$ cat src/rtl/led_seq_ctrl.sv
// led_seq_ctrl: sequencer in front of module_leds on the Tang 9K Hamming board.
// Captures one decoded Hamming word (data, syndrome, error flag) and
// time-multiplexes it onto the 4-bit binario bus. A clean word is shown
// steadily. A corrected word alternates between a DATA view and a SYN view
// in which the syndrome blinks.
//
// Handshake: the source raises valid_i and holds the word stable until it
// sees ack_o. The word is captured on the first rising edge where
// valid_i=1 and ack_o=0. ack_o is then high for exactly one cycle, and
// valid_i is ignored during that cycle. The source drops valid_i on the
// cycle after it sees ack_o, so a valid_i held high is accepted at most
// once every two cycles.
//
// modo_o is the FSM state register itself (00 IDLE, 01 DATA, 10 SYN), so the
// current state is always visible at the port.

module led_seq_ctrl #(
    parameter int DWELL_CYC = 27_000_000,
    parameter int BLINK_CYC = 6_750_000
) (
    input  logic       clk,
    input  logic       rst,
    input  logic       valid_i,
    input  logic [3:0] dato_i,
    input  logic [2:0] sindrome_i,
    input  logic       error_i,
    output logic       ack_o,
    output logic [3:0] binario_o,
    output logic [1:0] modo_o
);

    localparam int DW = $clog2(DWELL_CYC);
    localparam int BW = $clog2(BLINK_CYC);
    localparam logic [DW-1:0] DWELL_LAST = DW'(DWELL_CYC - 1);
    localparam logic [BW-1:0] BLINK_LAST = BW'(BLINK_CYC - 1);

    typedef enum logic [1:0] {
        S_IDLE = 2'b00,
        S_DATA = 2'b01,
        S_SYN  = 2'b10
    } state_t;

    state_t        state;
    logic [DW-1:0] dwell_cnt;
    logic [BW-1:0] blink_cnt;
    logic          blink_on;
    logic [3:0]    dato_q;
    logic [2:0]    syn_q;
    logic          err_q;

    logic capture;
    logic dwell_last;
    logic blink_last;

    // Capture qualifier and terminal-count decodes
    assign capture    = valid_i && !ack_o;
    assign dwell_last = (dwell_cnt == DWELL_LAST);
    assign blink_last = (blink_cnt == BLINK_LAST);

    // The state register is the view code
    assign modo_o = state;

    // Single FSM: capture has priority over every timed transition; all outputs registered
    always_ff @(posedge clk or posedge rst) begin
        if (rst) begin
            state     <= S_IDLE;
            dwell_cnt <= '0;
            blink_cnt <= '0;
            blink_on  <= 1'b1;
            dato_q    <= 4'b0000;
            syn_q     <= 3'b000;
            err_q     <= 1'b0;
            ack_o     <= 1'b0;
            binario_o <= 4'b0000;
        end else begin
            ack_o <= 1'b0;
            if (capture) begin
                // New word: shown on the same cycle ack_o is high
                dato_q    <= dato_i;
                syn_q     <= sindrome_i;
                err_q     <= error_i;
                ack_o     <= 1'b1;
                state     <= S_DATA;
                dwell_cnt <= '0;
                blink_cnt <= '0;
                blink_on  <= 1'b1;
                binario_o <= dato_i;
            end else begin
                case (state)
                    S_IDLE: begin
                        binario_o <= 4'b0000;
                    end
                    S_DATA: begin
                        if (dwell_last) begin
                            dwell_cnt <= '0;
                            if (err_q) begin
                                // SYN always starts in the ON phase
                                state     <= S_SYN;
                                blink_cnt <= '0;
                                blink_on  <= 1'b1;
                                binario_o <= {1'b1, syn_q};
                            end else begin
                                binario_o <= dato_q;
                            end
                        end else begin
                            dwell_cnt <= dwell_cnt + 1'b1;
                            binario_o <= dato_q;
                        end
                    end
                    S_SYN: begin
                        if (dwell_last) begin
                            state     <= S_DATA;
                            dwell_cnt <= '0;
                            blink_cnt <= '0;
                            blink_on  <= 1'b1;
                            binario_o <= dato_q;
                        end else begin
                            dwell_cnt <= dwell_cnt + 1'b1;
                            if (blink_last) begin
                                // Half-period elapsed: toggle phase and the displayed nibble
                                blink_cnt <= '0;
                                blink_on  <= !blink_on;
                                binario_o <= blink_on ? 4'b0000 : {1'b1, syn_q};
                            end else begin
                                blink_cnt <= blink_cnt + 1'b1;
                            end
                        end
                    end
                    default: begin
                        state     <= S_IDLE;
                        binario_o <= 4'b0000;
                    end
                endcase
            end
        end
    end

endmodule

$ cat config.mk
export PLATFORM = sky130hd
export DESIGN_NAME = led_seq_ctrl
export DESIGN_NICKNAME = d
export VERILOG_FILES = /design/src/rtl/led_seq_ctrl.sv
export SDC_FILE = /design/constraint.sdc
export NUM_CORES = 1
export LEC_CHECK = 0
export CORE_AREA = 2 2 85 87
export CTS_CLUSTER_SIZE = 12
export DETAILED_ROUTE_END_ITERATION = 16
export DIE_AREA = 0 0 87 89
export PLACE_DENSITY = 0.76
export RECOVER_POWER = 25
export SLEW_MARGIN = 20
export SYNTH_ARGS = -nofsm -noshare
export SYNTH_HDL_FRONTEND = slang
export SYNTH_SLANG_ARGS = --single-unit
$ cat constraint.sdc
create_clock -name clk -period 2.18 [get_ports clk]
set_input_delay 0.327 -clock clk [delete_from_list [all_inputs] [get_ports clk]]
set_output_delay 0.327 -clock clk [all_outputs]
set_load 0.01 [all_outputs]
* Word level (Yosys, flattened, before mapping)
Index checks and enable logic that the tools add are counted.
Word-level totals: flip-flop bits (word level) 64, input bits 11, output and inout port bits 7
Cells by class: add/sub/neg operators 2, eq/ne operators 9, muxes and demuxes 28, reductions and logical operators 10
Operators with widths (number):
- 2-to-1 mux 23 bit | 5
- 2-to-1 mux 25 bit | 3
- case mux 23 bit (2 select lines) | 1
- adder 25 x 1 -> 25 bit (second input constant) | 1
- == test 25 bit (second input constant) | 1
- 2-to-1 mux 4 bit | 6
- adder 23 x 1 -> 23 bit (second input constant) | 1
- == test 23 bit (second input constant) | 1
- != test 3 bit (second input constant) | 3
- 2-to-1 mux 2 bit | 4
- case mux 4 bit (2 select lines) | 1
- AND reduction 4 bit | 2
- 2-to-1 mux 1 bit | 6
- case mux 2 bit (3 select lines) | 1
- != test 4 bit (second input constant) | 1
- AND reduction 3 bit | 1
- nonzero test 3 bit | 1
- == test 2 x 1 -> 1 bit (second input constant) | 1
- == test 2 bit (second input constant) | 1
- zero test 1 bit | 2
- zero test 2 bit | 1
- != test 2 bit (second input constant) | 1
- case mux 1 bit (2 select lines) | 1
- nonzero test 2 bit | 1
- 2 further kinds | 2

* Longest topological paths before layout
depth in word-level cells 5, depth in mapped cells 9, gate-level depth less buffers 8

* Worst setup path after synthesis
No wires, ideal clock.
kind reg2reg, start point register blink_cnt[0], end point register blink_cnt[12], arrival time 2.129 ns, data required time 2.054 ns, setup slack -0.075 ns, stages on the path, launching flop included 9, path buffers 1, period minus slack after synthesis 2.255 ns, cell sequence dfrtp_1 ha_1 nand2_2 or4b_4 nor4_4 or2_1 buf_4 nor2_2 a221o_1
On the way: word-level cells in the longest chain between the ends 5, elaborated cells between the ends (all ways) 6, classes of those cells add/sub (1); eq/ne (1); mux (4)
Ends and longest elaborated chain:
- from (decl) | RTL line 45 | logic [BW-1:0] blink_cnt;
- from (signal assigned) | RTL line 125 | blink_cnt <= blink_cnt + 1'b1;
- adder 23 x 1 -> 23 bit / == test 23 bit (equally long branches) | RTL line 125, 58
- 2-to-1 mux 23 bit * | RTL line 119 | if (blink_last) begin
- 2-to-1 mux 23 bit * | RTL line 111 | if (dwell_last) begin
- case mux 23 bit (2 select lines) * | RTL line 89 | case (state)
- 2-to-1 mux 23 bit * | RTL line 77 | if (capture) begin
Mark *: on every way between the ends. The rest lies on a longest branch, timed or not. A chain may end at the register's enable or synchronous reset.

* Worst setup path after layout
start point register blink_cnt[0], end point register binario_o[3]
On the way: word-level cells in the longest chain between the ends 2
Ends and longest elaborated chain:
- == test 23 bit | RTL line 58 | assign blink_last = (blink_cnt == BLINK_LAST);
- != test 4 bit (no line)
- to (signal assigned) | RTL line 87 | binario_o <= dato_i;
- to (signal assigned) | RTL line 101 | binario_o <= {1'b1, syn_q};
- to (signal assigned) | RTL line 103 | binario_o <= dato_q;
- to (decl) | RTL line 28 | output logic [3:0] binario_o,
No other way between the ends.

==> results.cfg <==
[grt]
grt_max_degree = 64
grt_pass1_vias = 3152
antenna_found_initial = 0
grt_overflow = 0
grt_pass1_wl_um = 15300
track_usage_pct = 25.1

[floorplan]
rows = 30
die_w_um = 87
start_util_pct = 52.8
die-height_um = 89
ios = 18
coreArea_um2 = 6720
dieArea_um2 = 7740

[worst_setup_path]
critical_path_required_ns = 2.40
cp-start-kind = register
crit_path_end_kind = register
crit_type = register to register
crit_path_max_fanout = 4
critPathArrivalTime_ns = 2.47

[routing]
drtAntennaViolNets = 0
routed_wl_um = 9260
drt_iter0_drc = 286
drtPass1Iterations = 5
drc_errors = 0
wl_per_cell_um = 16.7
viasPerCell = 5.95
dr_total_vias = 3293

[synthesis]
syn_nets = 412
ys_types = 56
ys_ff_latch = 64
ys_warn_count = 0
async_flop_share_pct = 100
synth_enable_flop_cells = 0
synth_seq_area_share_pct = 45.1
syn_inst = 396
syn_area_per_cell_um2 = 8.97
synth_area_um2 = 3550
ys.flop_type = dfrtp_1

[clock_tree]
clock_latency_ns = 0.34
clockBufferDepth = 2
path_clk_slew_ns = 0.08
cts_buffers = 9
cts_sinks = 64
cts_tree = built
htree_levels = 3
cts-root-buf = clkbuf_8

[layout]
layout_common_cells = dfrtp_1, buf_4, nand2_1
final_common_cell = dfrtp_1
nets = 484
post-route-cell-area_um2 = 4640
fillers = 505
syn_to_final_growth_pct = 30.7
diodes = 0
layout-drive-gt1-share_pct = 25.2

[power_and_ir_drop]
p_per_area_nw_per_um2 = 683
power.leakage_nw = 1.99
max-vdd-ir-drop_v = 0.000803

[sta]
rsz0062_at_grt = yes
final_hold_viol_count = 0
fin_crit_sh_pct = 103
timing.hold.ws_ns = 0.135
skew_ns = 0.0101
slew_headroom_pct = -6.06
setup_slack_ns = -0.0643
finalSetupViolCount = 3
worstMarginPinSlew_ns = 1.59
period_minus_slack_ns = 2.24
finalMaxSlewViolations = 64
fmax_mhz = 446

[min_path]
hold_class = input port to asynchronous set/reset pin

[placed_design]
dpl.hpwl_um = 6330
placed_cell_area_um2 = 4190
gp_congestion = 0.963
portBuffers = 17

[status]
violations = max-capacitance violations, max-slew violations, negative setup slack
status = finished with violations

[run]
cap_violations = 1
==> cell usage after synthesis, drive strengths merged (2+ instances only) <==
cell type | number | area, um2
a22o | 5 | 43.8
o21ai | 28 | 151
nor4 | 5 | 76.3
a31oi | 4 | 40.0
dfrtp | 63 | 1580
nor4b | 3 | 26.3
nor3b | 4 | 30.0
nand2 | 53 | 201
o31ai | 3 | 22.5
and2 | 4 | 27.5
nand4 | 10 | 62.6
nor2b | 2 | 12.5
inv | 13 | 48.8
a21o | 3 | 22.5
ha | 5 | 62.6
a221oi | 3 | 26.3
xnor2 | 13 | 114
xor2 | 10 | 87.6
nor2 | 49 | 189
or4b | 2 | 27.5
o21bai | 2 | 15.0
a21oi | 15 | 75.1
or3 | 12 | 75.1
nand2b | 4 | 25.0
a211oi | 4 | 30.0
mux2 | 2 | 22.5
a22oi | 3 | 22.5
nor3 | 11 | 55.1
nand3 | 25 | 125
buf | 8 | 40.0
clkbuf | 6 | 22.5
and3 | 8 | 50.1
==> metal layers <==
layer	global-route usage (%)	vias to the layer above	routed length [um]
met3	4.06	18	480
met4	9.23	0	160
li1	-	1558	-
met2	39.2	107	4460
met5	0	-	0
met1	35.3	1610	4160
==> layout make-up <==
type                    instances  area [um2]  share of cell area (%)
clock buffers                  11         151                    3.26
clock inverters                 5        78.8                    1.70
inverters                      13        48.8                    1.05
multi-input cells             306        2020                    43.6
flip-flops and latches         64        1600                    34.5
well taps                      80         100                    2.16
repair buffers                 74         636                    13.7
==> path summary, 6_finish.rpt <==
kind                                               start                       end  slack, ns  cells after the start
worst max-delay path            blink_cnt[0]$_DFFE_PP0P_  binario_o[3]$_DFFE_PP0P_      -0.06                      8
worst min-delay path                                 rst           ack_o$_DFF_PP0_       0.14                      2
worst max register to register  blink_cnt[0]$_DFFE_PP0P_  binario_o[3]$_DFFE_PP0P_      -0.06                      8
worst min register to register     dato_q[3]$_DFFE_PP0P_     dato_q[3]$_DFFE_PP0P_       0.50                      1
max in group asynchronous                            rst  dwell_cnt[1]$_DFFE_PP0P_       0.34                      3
min in group clk                   dato_q[3]$_DFFE_PP0P_     dato_q[3]$_DFFE_PP0P_       0.50                      1
==> kinds of logic after synthesis <==
logic type	Yosys count	share of synthesized area [%]
multiplexers	2	0.634
adder cells (fa/ha/maj)	5	1.76
AND/OR/NAND/NOR	195	28.4
buffers and inverters	27	3.14
AO/OA/AOI/OAI	80	15.3
flip-flops	64	45.1
XOR/XNOR	23	5.67
==> critical path, cell delays in order, from the launching register on <==
cell	delay [ns]
dfrtp_1	0.41
ha_4	0.16
nand2_2	0.06
or4b_4	0.53
nor4_4	0.25
buf_4	0.19
nor2_4	0.04
o211a_1	0.21
o32a_1	0.28
==> registers in the layout (all words and copies together), names as in the netlist <==
signal     cells
ack_o          1
binario_o      4
blink_cnt     23
blink_on       1
dato_q         4
dwell_cnt     25
err_q          1
modo_o         2
syn_q          3
==> metrics by stage <==
stage	TNS [ns]	setup slack (ns)	utilization [%]	total power (W)	std cells
detailed placement	-0.852	-0.135	62.3	0.00197	531
global route	-1.65	-0.130	69.1	0.00331	553
CTS	-0.0654	-0.0335	66.0	0.00315	548
global placement	-0.107	-0.0208	62.3	0.00195	531
floorplan	-0.00191	-0.00191	-	0.00168	396
finish	-0.124	-0.0643	69.1	0.00317	553
==> repair_timing <==
action                     CTS  global route
resized for setup            5            48
gates cloned                 0             1
hold buffers                 0             0
pin swaps                    0            21
setup endpoints to repair   15            31
setup buffers                1             5
==> power by group <==
part           switching, W  leakage, nW  internal (W)  total (W)
clock              0.000481        0.119      0.000705    0.00119
sequential        0.0000540        0.865       0.00126    0.00132
combinational      0.000363         1.00      0.000304   0.000667
total              0.000899         1.99       0.00227    0.00317
Note: power is estimated with default switching activity, not from simulation.
